==> config.mk <==
export PLATFORM = sky130hd
export DESIGN_NAME = clk_gen_ctrl
export DESIGN_NICKNAME = d
export VERILOG_FILES = /design/src/rtl/clk_gen_ctrl.sv
export SDC_FILE = /design/constraint.sdc
export NUM_CORES = 1
export LEC_CHECK = 0
export ABC_AREA = 1
export BUFFER_PORTS_ARGS = -buffer_cell sky130_fd_sc_hd__buf_2
export CORE_MARGIN = 2
export CORE_UTILIZATION = 65
export CTS_CLUSTER_SIZE = 10
export DETAILED_ROUTE_END_ITERATION = 8
export PLACE_DENSITY = 0.86
export RECOVER_POWER = 50
export SKIP_LAST_GASP = 1
export SYNTH_ARGS = -nofsm -noshare
export SYNTH_HDL_FRONTEND = slang
export SYNTH_SLANG_ARGS = --single-unit
export TNS_END_PERCENT = 30
==> constraint.sdc <==
create_clock -name clk_in -period 3.75 [get_ports clk_in]
set_input_delay 1.125 -clock clk_in [delete_from_list [all_inputs] [get_ports clk_in]]
set_output_delay 1.125 -clock clk_in [all_outputs]
set_load 0.1 [all_outputs]
==> src/rtl/clk_gen_ctrl.sv <==
//==============================================================================
// Module   : clk_gen_ctrl
// Summary  : Multi-channel programmable clock-enable generator with lock gate,
//            glitch-free divide updates and per-channel reset release.
//            Optional phase alignment: define CLK_GEN_PHASE_ALIGN_EN.
// Revision : 1.0 - initial release
//==============================================================================
`default_nettype none

module clk_gen_ctrl #(
    parameter int CHANNELS    = 4,
    parameter int DIV_W       = 8,
    parameter int DIV_INIT    = 1,
    parameter int LOCK_CYCLES = 16
) (
    input  logic                      clk_in,
    input  logic                      reset,
    input  logic [CHANNELS*DIV_W-1:0] div_i,
    input  logic [CHANNELS-1:0]       div_load_i,
    input  logic                      sync_i,
    output logic [CHANNELS-1:0]       clk_en_o,
    output logic [CHANNELS-1:0]       clk_div_o,
    output logic                      locked_o,
    output logic [CHANNELS-1:0]       rst_n_o
);

    localparam int               LOCK_W    = $clog2(LOCK_CYCLES + 1);
    localparam logic [DIV_W-1:0] DIV_RESET = DIV_W'(DIV_INIT);
    localparam logic [DIV_W-1:0] DIV_ONE   = DIV_W'(1);
    localparam logic [DIV_W-1:0] DIV_ZERO  = '0;
    localparam logic [LOCK_W-1:0] LOCK_LAST = LOCK_W'(LOCK_CYCLES - 1);
    localparam logic [LOCK_W-1:0] LOCK_ONE  = LOCK_W'(1);

    logic [LOCK_W-1:0]   lock_cnt_q, lock_cnt_d;
    logic                locked_q, locked_d;

    logic [DIV_W-1:0]    div_q  [CHANNELS];
    logic [DIV_W-1:0]    div_d  [CHANNELS];
    logic [DIV_W-1:0]    cnt_q  [CHANNELS];
    logic [DIV_W-1:0]    cnt_d  [CHANNELS];
    logic [DIV_W-1:0]    pend_q [CHANNELS];
    logic [DIV_W-1:0]    pend_d [CHANNELS];
    logic [CHANNELS-1:0] pend_v_q, pend_v_d;
    logic [CHANNELS-1:0] en_q, en_d;
    logic [CHANNELS-1:0] tgl_q, tgl_d;
    logic [CHANNELS-1:0] rls_q, rls_d;

    logic                align;

`ifdef CLK_GEN_PHASE_ALIGN_EN
    assign align = sync_i & locked_q;
`else
    logic unused_sync;
    assign unused_sync = sync_i;
    assign align       = 1'b0;
`endif

    // Lock counter stops once locked; locked stays high until reset.
    always_comb begin
        lock_cnt_d = lock_cnt_q;
        locked_d   = locked_q;
        if (!locked_q) begin
            lock_cnt_d = lock_cnt_q + LOCK_ONE;
            if (lock_cnt_q == LOCK_LAST) begin
                locked_d = 1'b1;
            end
        end
    end

    always_comb begin
        for (int c = 0; c < CHANNELS; c++) begin
            div_d[c]    = div_q[c];
            cnt_d[c]    = cnt_q[c];
            pend_d[c]   = pend_q[c];
            pend_v_d[c] = pend_v_q[c];
            en_d[c]     = 1'b0;
            tgl_d[c]    = tgl_q[c];
            rls_d[c]    = rls_q[c] | en_q[c];

            if (align) begin
                cnt_d[c] = DIV_ZERO;
                tgl_d[c] = 1'b0;
                if (pend_v_q[c]) begin
                    div_d[c]    = pend_q[c];
                    pend_v_d[c] = 1'b0;
                end
            end else if (locked_q) begin
                if (div_q[c] == DIV_ZERO) begin
                    cnt_d[c] = DIV_ZERO;
                    tgl_d[c] = 1'b0;
                    if (pend_v_q[c]) begin
                        div_d[c]    = pend_q[c];
                        pend_v_d[c] = 1'b0;
                    end
                end else if (cnt_q[c] == div_q[c] - DIV_ONE) begin
                    // New ratios only take effect on a period boundary.
                    cnt_d[c] = DIV_ZERO;
                    en_d[c]  = 1'b1;
                    tgl_d[c] = ~tgl_q[c];
                    if (pend_v_q[c]) begin
                        div_d[c]    = pend_q[c];
                        pend_v_d[c] = 1'b0;
                        if (pend_q[c] == DIV_ZERO) begin
                            tgl_d[c] = 1'b0;
                        end
                    end
                end else begin
                    cnt_d[c] = cnt_q[c] + DIV_ONE;
                end
            end

            // A load after the apply above leaves the newer value pending.
            if (div_load_i[c]) begin
                pend_d[c]   = div_i[c*DIV_W +: DIV_W];
                pend_v_d[c] = 1'b1;
            end
        end
    end

    always_ff @(posedge clk_in or negedge reset) begin
        if (!reset) begin
            lock_cnt_q <= '0;
            locked_q   <= 1'b0;
            pend_v_q   <= '0;
            en_q       <= '0;
            tgl_q      <= '0;
            rls_q      <= '0;
            for (int c = 0; c < CHANNELS; c++) begin
                div_q[c]  <= DIV_RESET;
                cnt_q[c]  <= DIV_ZERO;
                pend_q[c] <= DIV_ZERO;
            end
        end else begin
            lock_cnt_q <= lock_cnt_d;
            locked_q   <= locked_d;
            pend_v_q   <= pend_v_d;
            en_q       <= en_d;
            tgl_q      <= tgl_d;
            rls_q      <= rls_d;
            for (int c = 0; c < CHANNELS; c++) begin
                div_q[c]  <= div_d[c];
                cnt_q[c]  <= cnt_d[c];
                pend_q[c] <= pend_d[c];
            end
        end
    end

    assign clk_en_o  = en_q;
    assign clk_div_o = tgl_q;
    assign locked_o  = locked_q;
    assign rst_n_o   = rls_q;

endmodule

`default_nettype wire
==> flow_summary.toml <==
[run_status]
status = "complete, but fails checks"
failed_checks = "max-capacitance violations, max-slew violations"

[routing]
wl_met1_um = 5390
top_layer = "met4"
via_per_inst = 5.40
drc_errors = 0
postRouteAntennaNets = 0
drtIter0Drc = 325
met2_length_um = 6870
dr_wl_met3_um = 606
wl_per_cell_um = 13.5
vias = 5263
routed_wirelength_um = 13200
firstDrtPassIters = 5

[critical_path]
cp_top_family = "flip-flops"
critPathLaunchType = "flop"
cp_max_fo = 22
r2r_cells = 8
reg2reg_from = "locked_o"
cp.arrival_ps = 1870
cp_slowest_stage_delay_ps = 790
path_cells = "buf_2"
r2r_slack_ps = 1250
critPathBufInv = 1
worstSetupPathType = "reg2out"
cp_slowest_cell = "dfrtp_1"
r2r-end = "cnt_q[23]"
cp.required_ps = 2620
cp-end-kind = "output port"

[die]
num_rows = 35
coreArea_um2 = 9240
dieArea_um2 = 10300
die_h_um = 102
die_w_um = 102
pin_count = 52
start_util_pct = 66.9

[clocking]
worstSkewPairLatency_ps = 520
cts_hold_buf = 0
cts_buffers = 17
cts_setup_buffers = 0
clock_tree.root_cell = "clkbuf_8"
path_clk_slew_ps = 50
cts_resized = 0
clkSinkCount = 118
ctsHtreeMaxLevel = 4
cts_max_path_buffers = 2
cts_tree = "yes"

[timing]
fin_ws_ps = 759
period_share_pct = 79.7
slew_viol_final = 72
max_freq_mhz = 334
worst_slew_pin_slew_ps = 1680
holdWs_ps = 456
setup-tns-final_ps = 0
setup_viol = 0
rsz0062_at_grt = "false"
post-route-min-period_ps = 2990
hold_viol = 0
finalClockSkew_ps = 7.64
slew_headroom_pct = -12.3

[synthesis]
synthesis.area_um2 = 6190
yosysSeqAreaShare_pct = 47.8
syn_inst = 782
yosys_warnings = 0
synth_nets = 831
syn_area_per_cell_um2 = 7.91
ys_ff_latch = 118
yosysUniqueCellTypes = 34
synthFlopType = "dfrtp_1"
yosysTopAreaCell = "dfrtp_1"
synth_edf_count = 0
async_flop_share_pct = 100
synth_top_area_share_pct = 46.1
synth.area.top_cells = "dfrtp_1, nand2_1, nand4_1"

[place]
portBuffers = 50
placed_area_um2 = 6490
place.gp.congestion = 0.877
dp_hpwl_um = 8570
dpl_worst_slack_ps = 1430

[min_path]
hp-start = "clk_en_o[1]"
hold_class = "reg2reg"
min_to = "rst_n_o[1]"
hold_depth = 1

[global_routing]
grt_max_degree = 72
grt_pass1_wl_um = 22800
antenna_found_initial = 0
grt_pass1_vias = 5214
overflow = 0
grt_usage_pct = 28.0

[power_and_ir_drop]
p_per_area_nw_per_um2 = 865
max-vdd-ir-drop_uv = 518
leakagePower_nw = 3.75

[cells_and_area]
design_area_um2 = 7080
area_delta_synth_final_pct = 14.4
drive_gt1_share_pct = 14.0
num_antenna_cells = 0
nets = 881

[flow_run]
max-cap-violations = 1
layer usage:
metal  global-route usage (%)  vias to the layer above
met5                        0                        -
met4                     12.4                        0
met3                     6.97                       31
met2                     48.1                      155
met1                     33.3                     2461
li1                         -                     2616
placed cells by master, fill, tap and decap left out, types with 6 or more instances in the layout:
cell type and n:
nand4_1 43, xnor2_1 8, dfrtp_1 114, nor2_2 10, nor4_1 8, or2_2 6
nor3_1 9, nand2_1 304, ha_1 10, buf_2 45, a21oi_1 18, xor2_1 28
nand3_1 30, o21ai_0 21, nor2_1 57, clkbuf_16 16, inv_1 56, clkbuf_1 8
per-stage QoR:
stage | power, mW | utilization (%) | instances
2_1_floorplan | 3.91 | - | 782
3_3_place_gp | 4.23 | 70.3 | 942
3_5_place_dp | 4.37 | 70.3 | 942
4_1_cts | 6.12 | 76.8 | 974
5_1_grt | 6.56 | 76.6 | 974
6_report | 6.13 | 76.6 | 974
cell usage after synthesis (2+ instances only):
| cell | count |
|---|---|
| a21oi_1 | 18 |
| a31oi_1 | 4 |
| buf_2 | 6 |
| buf_4 | 3 |
| buf_6 | 3 |
| clkbuf_1 | 8 |
| clkinv_1 | 4 |
| dfrtp_1 | 114 |
| dfstp_2 | 4 |
| ha_1 | 10 |
| inv_1 | 55 |
| inv_2 | 5 |
| nand2_1 | 304 |
| nand2_2 | 4 |
| nand2_4 | 4 |
| nand3_1 | 30 |
| nand3_2 | 2 |
| nand3_4 | 3 |
| nand3b_1 | 2 |
| nand4_1 | 43 |
| nor2_1 | 57 |
| nor2_2 | 10 |
| nor3_1 | 9 |
| nor3_2 | 4 |
| nor4_1 | 8 |
| o21ai_0 | 21 |
| or2_2 | 6 |
| xnor2_1 | 8 |
| xor2_1 | 28 |
state kept, by name, indices dropped and copies added, names as in the netlist:
register	cells
lock_cnt_q	5
clk_en_o	4
rst_n_o	4
pend_v_q	4
cnt_q	32
pend_q	32
locked_o	1
div_q	32
clk_div_o	4
cell families after synthesis:
logic type                 count (synthesis)  synth area share, %
adders and majority gates                 10                 2.02
and+or+nand+nor                          488                 35.2
DFF                                      118                 47.8
xor gates and xnor gates                  36                 5.10
AOI/OAI and AO/OA                         44                 3.64
buffers and inverters                     86                 6.19
final cells by class:
class	count	area, um2
flip-flops and latches	118	2960
clock buffers	23	457
fillers	613	2160
well taps	129	161
multi-input cells	578	2850
inverters	65	246
clock inverters	9	151
repair buffers	52	260
power by group:
group          leakage [nW]  internal, mW  switching [mW]  total (mW)
logic                  2.01         0.777            1.53        2.31
clock network         0.296          1.11           0.559        1.67
registers              1.45          1.69           0.462        2.15
how the worst max path moves through the flow:
stage / startpoint / end / cells past startpoint
global route: locked_o / locked_o / 1
floorplan: locked_o / locked_o / 0
global placement: div_q[24] / div_q[25] / 14
CTS: locked_o / locked_o / 1
detailed placement: div_q[24] / div_q[26] / 14
finish: locked_o / locked_o / 1
Note: power is estimated with default switching activity, not from simulation.
